$ cat config.mk
export PLATFORM = sky130hd
export DESIGN_NAME = env_shaper
export DESIGN_NICKNAME = d
export VERILOG_FILES = /design/src/rtl/env_pkg.sv /design/src/rtl/env_tick_gen.sv /design/src/rtl/env_shaper.sv
export SDC_FILE = /design/constraint.sdc
export NUM_CORES = 1
export LEC_CHECK = 0
export CAP_MARGIN = 30
export CORE_MARGIN = 2
export CORE_UTILIZATION = 35
export DETAILED_ROUTE_END_ITERATION = 6
export SYNTH_ARGS = -nofsm -noshare
export SYNTH_HDL_FRONTEND = slang
export SYNTH_SLANG_ARGS = --single-unit
$ cat constraint.sdc
create_clock -name CLK -period 9.4 [get_ports CLK]
set_input_delay 1.41 -clock CLK [delete_from_list [all_inputs] [get_ports CLK]]
set_output_delay 1.41 -clock CLK [all_outputs]
set_load 0.02 [all_outputs]
$ cat src/rtl/env_pkg.sv
// env_pkg: shared ADSR phase encoding and constants for the envelope shaper.
package env_pkg;

  // Phase encoding; these values appear directly on the env_state output.
  typedef enum logic [2:0] {
    ENV_IDLE    = 3'd0,
    ENV_ATTACK  = 3'd1,
    ENV_DECAY   = 3'd2,
    ENV_SUSTAIN = 3'd3,
    ENV_RELEASE = 3'd4
  } env_state_t;

  localparam logic [7:0]  ENV_MAX    = 8'd255;
  localparam logic [15:0] MIDPOINT16 = 16'h8000;

  // A zero step would freeze a phase forever, so it is promoted to 1.
  function automatic logic [7:0] eff_step(input logic [7:0] step);
    return (step == 8'd0) ? 8'd1 : step;
  endfunction

endpackage

$ cat src/rtl/env_tick_gen.sv
// env_tick_gen: free-running prescaler that emits a one-cycle tick every
// TICK_DIV clock cycles. The first tick falls in cycle TICK_DIV-1 after reset
// release, so its effect lands on the TICK_DIV-th edge.
module env_tick_gen #(
  parameter int unsigned TICK_DIV = 16000
) (
  input  logic CLK,
  input  logic nRST,
  output logic tick
);

  localparam logic [15:0] LAST = 16'(TICK_DIV - 1);

  logic [15:0] cnt;

  // Count 0..TICK_DIV-1 and wrap; only reset restarts the count.
  always_ff @(posedge CLK) begin
    if (!nRST) begin
      cnt <= 16'd0;
    end else if (cnt == LAST) begin
      cnt <= 16'd0;
    end else begin
      cnt <= cnt + 16'd1;
    end
  end

  assign tick = (cnt == LAST);

endmodule

$ cat src/rtl/env_shaper.sv
// env_shaper: ADSR envelope generator plus a two-stage multiply pipeline that
// scales 16-bit offset-binary wavetable samples down to an OUT_W-bit
// offset-binary PWM sample.
// Optional build macro: ENV_EXP_CURVE_EN selects exponential-style DECAY and
// RELEASE decrements; without it every phase is linear.
//
// Sample interface: there is no backpressure. sample_valid is a one-cycle
// strobe qualifying sample_in in that same cycle; exactly two cycles later
// out_valid pulses for one cycle with the matching sample_out. Strobes may
// arrive every cycle. sample_out holds its value between pulses.
module env_shaper #(
  parameter int unsigned TICK_DIV = 16000,
  parameter int unsigned OUT_W    = 10
) (
  input  logic             CLK,
  input  logic             nRST,
  input  logic             gate,
  input  logic [7:0]       attack_step,
  input  logic [7:0]       decay_step,
  input  logic [7:0]       sustain_lvl,
  input  logic [7:0]       release_step,
  input  logic [15:0]      sample_in,
  input  logic             sample_valid,
  output logic [OUT_W-1:0] sample_out,
  output logic             out_valid,
  output logic [7:0]       env_level,
  output logic [2:0]       env_state,
  output logic             active
);

  import env_pkg::*;

  localparam logic [OUT_W-1:0] MID_OUT = MIDPOINT16[15 -: OUT_W];

  logic       tick;
  logic       gate_q;
  logic       rise;
  logic       fall;
  env_state_t state_q, state_d;
  logic [7:0] env_q, env_d;
  logic [7:0] a_step, d_step, r_step;
  logic [7:0] dec_amt, rel_amt;
  logic [8:0] att_sum;

  env_tick_gen #(.TICK_DIV(TICK_DIV)) u_tick (
    .CLK  (CLK),
    .nRST (nRST),
    .tick (tick)
  );

  // Registered gate history; cleared by reset so a gate held high through
  // reset is seen as a fresh note.
  always_ff @(posedge CLK) begin
    if (!nRST) gate_q <= 1'b0;
    else       gate_q <= gate;
  end

  assign rise = gate & ~gate_q;
  assign fall = ~gate & gate_q;

  assign a_step  = eff_step(attack_step);
  assign d_step  = eff_step(decay_step);
  assign r_step  = eff_step(release_step);
  assign att_sum = {1'b0, env_q} + {1'b0, a_step};

`ifdef ENV_EXP_CURVE_EN
  // Decrement proportional to the current level, plus one so it never stalls.
  logic [15:0] dprod, rprod;
  logic        unused_exp;
  assign dprod      = {8'd0, env_q} * {8'd0, d_step};
  assign rprod      = {8'd0, env_q} * {8'd0, r_step};
  assign dec_amt    = dprod[15:8] + 8'd1;
  assign rel_amt    = rprod[15:8] + 8'd1;
  assign unused_exp = ^{dprod[7:0], rprod[7:0]};
`else
  assign dec_amt = d_step;
  assign rel_amt = r_step;
`endif

  // ADSR state and envelope register.
  always_ff @(posedge CLK) begin
    if (!nRST) begin
      state_q <= ENV_IDLE;
      env_q   <= 8'd0;
    end else begin
      state_q <= state_d;
      env_q   <= env_d;
    end
  end

  // Next phase and level: gate edges take priority over a coincident tick.
  always_comb begin
    state_d = state_q;
    env_d   = env_q;
    if (rise) begin
      state_d = ENV_ATTACK;
    end else if (fall && (state_q == ENV_ATTACK || state_q == ENV_DECAY ||
                          state_q == ENV_SUSTAIN)) begin
      state_d = ENV_RELEASE;
    end else begin
      case (state_q)
        ENV_IDLE: begin
          env_d = 8'd0;
        end
        ENV_ATTACK: begin
          if (tick) begin
            if (att_sum >= {1'b0, ENV_MAX}) begin
              env_d   = ENV_MAX;
              state_d = ENV_DECAY;
            end else begin
              env_d = att_sum[7:0];
            end
          end
        end
        ENV_DECAY: begin
          if (sustain_lvl == ENV_MAX) begin
            env_d   = sustain_lvl;
            state_d = ENV_SUSTAIN;
          end else if (tick) begin
            if ({1'b0, env_q} <= {1'b0, sustain_lvl} + {1'b0, dec_amt}) begin
              env_d   = sustain_lvl;
              state_d = ENV_SUSTAIN;
            end else begin
              env_d = env_q - dec_amt;
            end
          end
        end
        ENV_SUSTAIN: begin
          env_d = sustain_lvl;
        end
        ENV_RELEASE: begin
          if (tick) begin
            if (env_q <= rel_amt) begin
              env_d   = 8'd0;
              state_d = ENV_IDLE;
            end else begin
              env_d = env_q - rel_amt;
            end
          end
        end
        default: begin
          env_d   = 8'd0;
          state_d = ENV_IDLE;
        end
      endcase
    end
  end

  assign env_level = env_q;
  assign env_state = state_q;
  assign active    = (state_q != ENV_IDLE);

  // Sample pipeline. In IDLE the envelope is 0, so the product is 0 and the
  // output naturally sits at the midpoint.
  logic               v1;
  logic signed [15:0] s_q;
  logic        [7:0]  e_q;
  logic signed [23:0] prod;
  logic        [15:0] out16;

  // Stage 1: capture the signed sample and the envelope in effect this cycle.
  always_ff @(posedge CLK) begin
    if (!nRST) begin
      v1  <= 1'b0;
      s_q <= 16'sd0;
      e_q <= 8'd0;
    end else begin
      v1 <= sample_valid;
      if (sample_valid) begin
        s_q <= {~sample_in[15], sample_in[14:0]};
        e_q <= env_q;
      end
    end
  end

  // |s * env| < 2^23, so the product and its >>>8 both fit without overflow.
  assign prod  = s_q * $signed({16'd0, e_q});
  assign out16 = prod[23:8] + MIDPOINT16;

  // Stage 2: publish the rescaled sample and its strobe.
  always_ff @(posedge CLK) begin
    if (!nRST) begin
      sample_out <= MID_OUT;
      out_valid  <= 1'b0;
    end else begin
      out_valid <= v1;
      if (v1) sample_out <= out16[15 -: OUT_W];
    end
  end

  generate
    if (OUT_W < 16) begin : g_trim
      logic unused_low;
      assign unused_low = ^out16[15-OUT_W:0];
    end
  endgenerate

endmodule

==> flow_summary.yaml, run 1 <==
critical_path:
  cp_max_fo: 16
  arrival_ns: 5.68
  r2r_end: "sample_out[9]$_SDFFE_PN1P_"
  reg2reg_from: "e_q[0]$_SDFFE_PN0P_"
  rrSetupSlack_ns: 3.99
  r2r_cells: 16
  cp-start-kind: "flip-flop"
  crit_required_ns: 9.68
  crit_type: "flip-flop to flip-flop"
  cp-end-kind: "flip-flop"
timing:
  hold_viol_final: 0
  grt_setup_unrepaired: "no"
  skew_ns: 0.007966
  fin_ws_ns: 3.995
  fin_crit_ns: 5.405
  slew_headroom_pct: 30.14
  post-route-period-util_pct: 57.50
  max_freq_mhz: 185.0
  holdWs_ns: 0.4629
  fin_tns_setup_ns: 0
  worst_pin_slew_ns: 1.046
  setup_viol: 0
  final_max_slew_viol_count: 0
yosys:
  synth_top_flop_cell: "dfxtp_1"
  synth_compound_area_share_pct: 12.84
  ys_async_sr_fraction_pct: 0
  yosys.area_share.adder_pct: 36.70
  netlist_instances: 990
  synth.net_count: 1228
  synth_mux_area_share_pct: 3.569
  yosysSeqAreaShare_pct: 15.17
  synth_cell_types: 57
  ys_ff_latch: 64
  synth_edf_count: 0
  yosysWarnings: 0
  synth_area_per_cell_um2: 8.533
  synth_xor_xnor_area_share_pct: 5.080
  synth_top_family_by_area: "adder cells"
  syn_area_um2: 8448
  synthSimpleGateAreaFrac_pct: 17.89
route:
  routed_wl_mm: 20.41
  drtIter0Drc: 387
  vias: 6790
  post_drt_wl_per_cell_um: 14.91
  antenna_left: 0
  drt_pass1_iterations: 5
  drt-vias-per-instance: 4.960
  drcViolationCount: 0
floorplan:
  coreArea_um2: 23610
  die_area_um2: 25400
  die_y_um: 159.4
  pin_count: 75
  initial_core_util_pct: 35.78
  num_rows: 56
  die-width_um: 159.4
min_path:
  holdCritStartpoint: "u_tick.cnt[0]$_SDFF_PP0_"
  hold_path_end: "u_tick.cnt[0]$_SDFF_PP0_"
  hold_depth: 1
  hp-class: "flip-flop to flip-flop"
power:
  clkPwrFrac_pct: 49.1
  vdd_drop_max_v: 0.00008013
  seq_power_share_pct: 36.9
  p_int_mw: 0.5977
  netSwitchingFraction_pct: 24.70
  p_leak_nw: 4.685
  p_sw_mw: 0.1960
  comb_power_share_pct: 14.0
  p_per_area_nw_per_um2: 80.72
final_layout:
  final_common_cell: "inv_1"
  fillers: 2417
  layout-drive-gt1-share_pct: 2.571
  final_cell_mix: "164 x inv_1, 103 x fa_1, 92 x nand2_1"
  syn2layout_area_growth_pct: 16.40
  diodes: 0
  final_nets: 1284
grt:
  antenna_found_initial: 0
  first_global_vias: 6958
  grt_pass1_wl_mm: 35.13
  grt.total_usage_pct: 16.94
  grt_max_degree: 27
  gr-total-overflow: 0
clock_network:
  cts_tree: "done"
  h-tree-depth: 3
  root_buffer: "clkbuf_16"
  numCtsBuffers: 9
  cts_resized: 0
  clk_path_buf_depth: 2
  post_cts_buffers: 0
  clock-sinks: 64
  clk_latency_ns: 0.34
  postCtsHoldBufs: 0
  clk_pin_slew_ns: 0.06
placed_design:
  gp_congestion: 0.8605
  io_buffers: 74
  pre_cts_ws_ns: 4.010
  dp_hpwl_mm: 16.20
job:
  drv_cap: 0
run_status:
  status: "completed"
-- final cells by class --
cell class / count / area, µm² / share of cell area [%]
inverter: 164 / 615.6 / 6.260
timing repair buffer: 78 / 765.7 / 7.787
sequential: 64 / 1281 / 13.03
multi-input combinational: 729 / 6427 / 65.36
clock buffer: 10 / 239.0 / 2.430
clock inverter: 5 / 105.1 / 1.069
tap: 319 / 399.1 / 4.059
-- metal layers --
| layer | global-route usage (%) | wire [µm] | up-vias |
|---|---|---|---|
| li1 | - | - | 3350 |
| met1 | 23.08 | 9681 | 3309 |
| met2 | 28.40 | 9704 | 115 |
| met3 | 3.152 | 820 | 16 |
| met4 | 2.975 | 203 | 0 |
| met5 | 0 | 0 | - |
-- how the worst max path moves through the flow --
stage / start / endpoint / slack [ns] / depth (start not counted)
6_report: e_q[0]$_SDFFE_PN0P_ / sample_out[9]$_SDFFE_PN1P_ / 3.99 / 16
5_1_grt: e_q[0]$_SDFFE_PN0P_ / sample_out[9]$_SDFFE_PN1P_ / 3.67 / 16
4_1_cts: e_q[2]$_SDFFE_PN0P_ / sample_out[9]$_SDFFE_PN1P_ / 4.00 / 16
3_5_place_dp: e_q[2]$_SDFFE_PN0P_ / sample_out[9]$_SDFFE_PN1P_ / 4.01 / 16
3_3_place_gp: e_q[0]$_SDFFE_PN0P_ / sample_out[9]$_SDFFE_PN1P_ / 4.03 / 16
2_1_floorplan: e_q[2]$_SDFFE_PN0P_ / sample_out[9]$_SDFFE_PN1P_ / 4.37 / 17
-- cells in the mapped netlist, types with 26 or more instances --
library cell / count / area share (%)
inv_1: 164 / 7.3
fa_1: 103 / 24
nand2_1: 92 / 4.1
ha_1: 83 / 12
and2_1: 72 / 5.3
nor2_1: 67 / 3.0
dfxtp_1: 64 / 15
o21ai_0: 36 / 2.1
clkbuf_1: 32 / 1.4
a21oi_1: 29 / 1.7
mux2i_1: 29 / 3.4
xnor2_1: 26 / 2.7
-- power groups by stage --
stage | registers [mW] | logic (mW) | clock network, mW
after floorplan | 0.291 | 0.0693 | 0
after global placement | 0.298 | 0.111 | 0
after detailed placement | 0.298 | 0.111 | 0
after CTS | 0.292 | 0.111 | 0.398
after global routing | 0.294 | 0.124 | 0.409
final | 0.293 | 0.111 | 0.390
-- sequential cells by signal, indices dropped and copies added (netlist names) --
register    cells
e_q             8
env_level       8
env_state       3
gate_q          1
out_valid       1
s_q            16
sample_out     10
u_tick.cnt     16
v1              1
-- worst max-delay path, stage by stage, from the launching register on --
cell,delay [ns]
dfxtp_1,0.66
nand2_1,0.20
inv_1,0.15
fa_1,0.58
fa_1,0.58
inv_1,0.05
fa_1,0.47
inv_1,0.05
fa_1,0.47
ha_1,0.37
a21oi_1,0.14
o21ai_0,0.13
a32o_1,0.22
a311o_1,0.39
o31a_1,0.30
or4b_1,0.48
nand4_1,0.10
-- per-stage QoR --
step	instance area (µm²)	utilization, %	total power, mW	cells
global route	9833	41.64	0.8271	1369
detailed placement	9489	40.19	0.4089	1354
floorplan	8448	-	0.3599	990
CTS	9833	41.64	0.8020	1369
global placement	9489	40.19	0.4093	1354
finish	9833	41.64	0.7937	1369
-- kinds of logic after synthesis --
| family | count (synthesis) |
|---|---|
| AOI/OAI and AO/OA | 158 |
| xor gates and xnor gates | 49 |
| adders and majority gates | 186 |
| muxes | 30 |
| buffers and inverters | 197 |
| DFF | 64 |
| and+or+nand+nor | 306 |
(Power assumes the default switching activity.)
==> run 2, diff against run 1 <==
clock period = 4.45 ns   (was 9.4 ns; I/O delays follow)
==> run 2 against run 1 <==
The run now ends with negative setup slack left. Maximum frequency increased by 12%. Global-route usage is 1.2 points higher. Die area stayed put. Sequential share of layout area is 0.87 points lower. Sequential cell count did not move. Clock power increased by 73%. Worst setup slack worse by 4.4 ns. Routed wire length is 7.6% higher. Largest cell class unchanged.
==> flow_summary.yaml, run 2 (synthesis results as in run 1) <==
floorplan:
  die-width_um: 159.4
  coreArea_um2: 23610
  initial_core_util_pct: 35.78
  die_y_um: 159.4
  num_rows: 56
  die_area_um2: 25400
  pin_count: 75
power:
  p_int_mw: 1.118
  clkPwrFrac_pct: 43.4
  p_per_area_nw_per_um2: 142.9
  p_leak_nw: 5.173
  netSwitchingFraction_pct: 28.19
  comb_power_share_pct: 17.5
  seq_power_share_pct: 39.0
  p_sw_mw: 0.4387
  vdd_drop_max_v: 0.0001538
critical_path:
  critical_path.most_common_cell: "fa_1"
  crit_type: "flip-flop to flip-flop"
  crit_start: "e_q[5]$_SDFFE_PN0P_"
  arrival_ns: 5.10
  crit_required_ns: 4.72
  cp-end-kind: "flip-flop"
  reg2reg_from: "e_q[5]$_SDFFE_PN0P_"
  cp-start-kind: "flip-flop"
  worst_path_max_delay_cell: "fa_1"
  cp_max_fo: 8
  max_stage_delay_ns: 0.51
  path_cells: "buf_8, nand2_2, fa_1, fa_1, inv_1, fa_1, fa_1, ha_1, a222oi_1, nand2_1, a32o_1, a311o_1, o31a_1, or4b_1, nand4_1"
placed_design:
  gp_congestion: 0.8731
  io_buffers: 74
  dp_hpwl_mm: 17.35
  pre_cts_ws_ns: -0.6074
clock_network:
  root_buffer: "clkbuf_16"
  clk_latency_ns: 0.34
  clock-sinks: 64
  clk_pin_slew_ns: 0.06
  numCtsBuffers: 9
  clk_path_buf_depth: 2
  cts_tree: "done"
  h-tree-depth: 3
timing:
  post-route-period-util_pct: 108.6
  slew_headroom_pct: 35.57
  setup_viol: 4
  fin_crit_ns: 4.832
  skew_ns: 0.007258
  grt_setup_unrepaired: "yes"
  max_freq_mhz: 206.9
  worst_pin_slew_ns: 0.9643
  fin_ws_ns: -0.3821
  final_max_slew_viol_count: 0
  hold_viol_final: 0
final_layout:
  seqCellArea_um2: 1324
  final_nets: 1385
  biggestRegsByFlops: "s_q: 16 flops, u_tick.cnt: 16 flops, sample_out: 10 flops"
  final_common_cell: "inv_1"
  syn2layout_area_growth_pct: 28.91
  fillers: 2320
  layout-drive-gt1-share_pct: 16.84
  final_util_pct: 46.12
  diodes: 0
  final_cell_mix: "160 x inv_1, 98 x buf_4, 95 x fa_1"
  multi_input_area_um2: 6704
grt:
  first_global_vias: 7521
  grt_max_degree: 27
  grt_pass1_wl_mm: 37.63
  antenna_found_initial: 0
  gr-total-overflow: 0
  grt.total_usage_pct: 18.15
route:
  routed_wl_mm: 21.97
  post_drt_wl_per_cell_um: 14.93
  vias: 7231
  antenna_left: 0
  drtIter0Drc: 422
  drt-vias-per-instance: 4.916
  drcViolationCount: 0
  drt_pass1_iterations: 5
min_path:
  holdCritStartpoint: "sample_out[8]$_SDFFE_PN0P_"
  hp-class: "flip-flop to flip-flop"
run_status:
  violations: "negative setup slack"
  status: "finished with violations"
job:
  drv_cap: 0
-- run 2: power groups by stage --
stage / combinational (mW) / clock, mW / sequential, mW
after floorplan: 0.147 / 0 / 0.614
after global placement: 0.267 / 0 / 0.622
after detailed placement: 0.269 / 0 / 0.622
final: 0.273 / 0.676 / 0.608
after global routing: 0.302 / 0.718 / 0.610
after CTS: 0.271 / 0.695 / 0.607
-- run 2: metrics by stage --
step                      instance area [µm²]  setup TNS [ns]  hold slack [ns]  total power, mW  instances
after CTS                               10650          -1.611           0.4579            1.573       1460
final                                   10890         -0.8424           0.4535            1.556       1471
after global placement                  10120          -3.147           0.4453           0.8890       1433
after floorplan                          8541         -0.4055           0.4297           0.7607        990
after global routing                    10890          -2.115           0.4722            1.630       1471
after detailed placement                10120          -3.750           0.4544           0.8910       1433
-- run 2: critical path: cells and delay by family (launching register included) --
family	cells	cell delay [ns]
adders and majority gates	5	2.18
DFF	1	0.41
AOI/OAI and AO/OA	4	1.17
buffers and inverters	2	0.18
and+or+nand+nor	4	0.82
-- run 2: what timing repair did --
action | CTS | global route
resized for setup | 40 | 40
hold buffers | 0 | 0
setup endpoints to repair | 10 | 14
setup buffers | 11 | 11
pin swaps | 32 | 23
endpoints found under the hold margin | 0 | 0
-- run 2: worst paths after layout --
check / endpoint / slack, ns / cells after the start
hold reg to reg: sample_out[8]$_SDFFE_PN0P_ / 0.45 / 2
hold / removal: sample_out[8]$_SDFFE_PN0P_ / 0.45 / 2
setup reg to reg: sample_out[9]$_SDFFE_PN1P_ / -0.38 / 15
setup / recovery: sample_out[9]$_SDFFE_PN1P_ / -0.38 / 15
-- run 2: cell type report --
class	instances	share of cell area [%]
Clock buffer	12	2.263
Clock inverter	4	0.2757
Inverter	164	5.653
Multi-Input combinational cell	729	61.56
Sequential cell	64	12.16
Tap cell	319	3.665
Timing Repair Buffer	179	14.43
-- run 2: routing by layer --
metal	track usage, %	part of all wire [%]	vias up
met5	0	0	-
met4	3.264	0.89	0
li1	-	-	3558
met3	2.891	4.5	17
met1	24.14	46	3509
met2	31.44	49	147
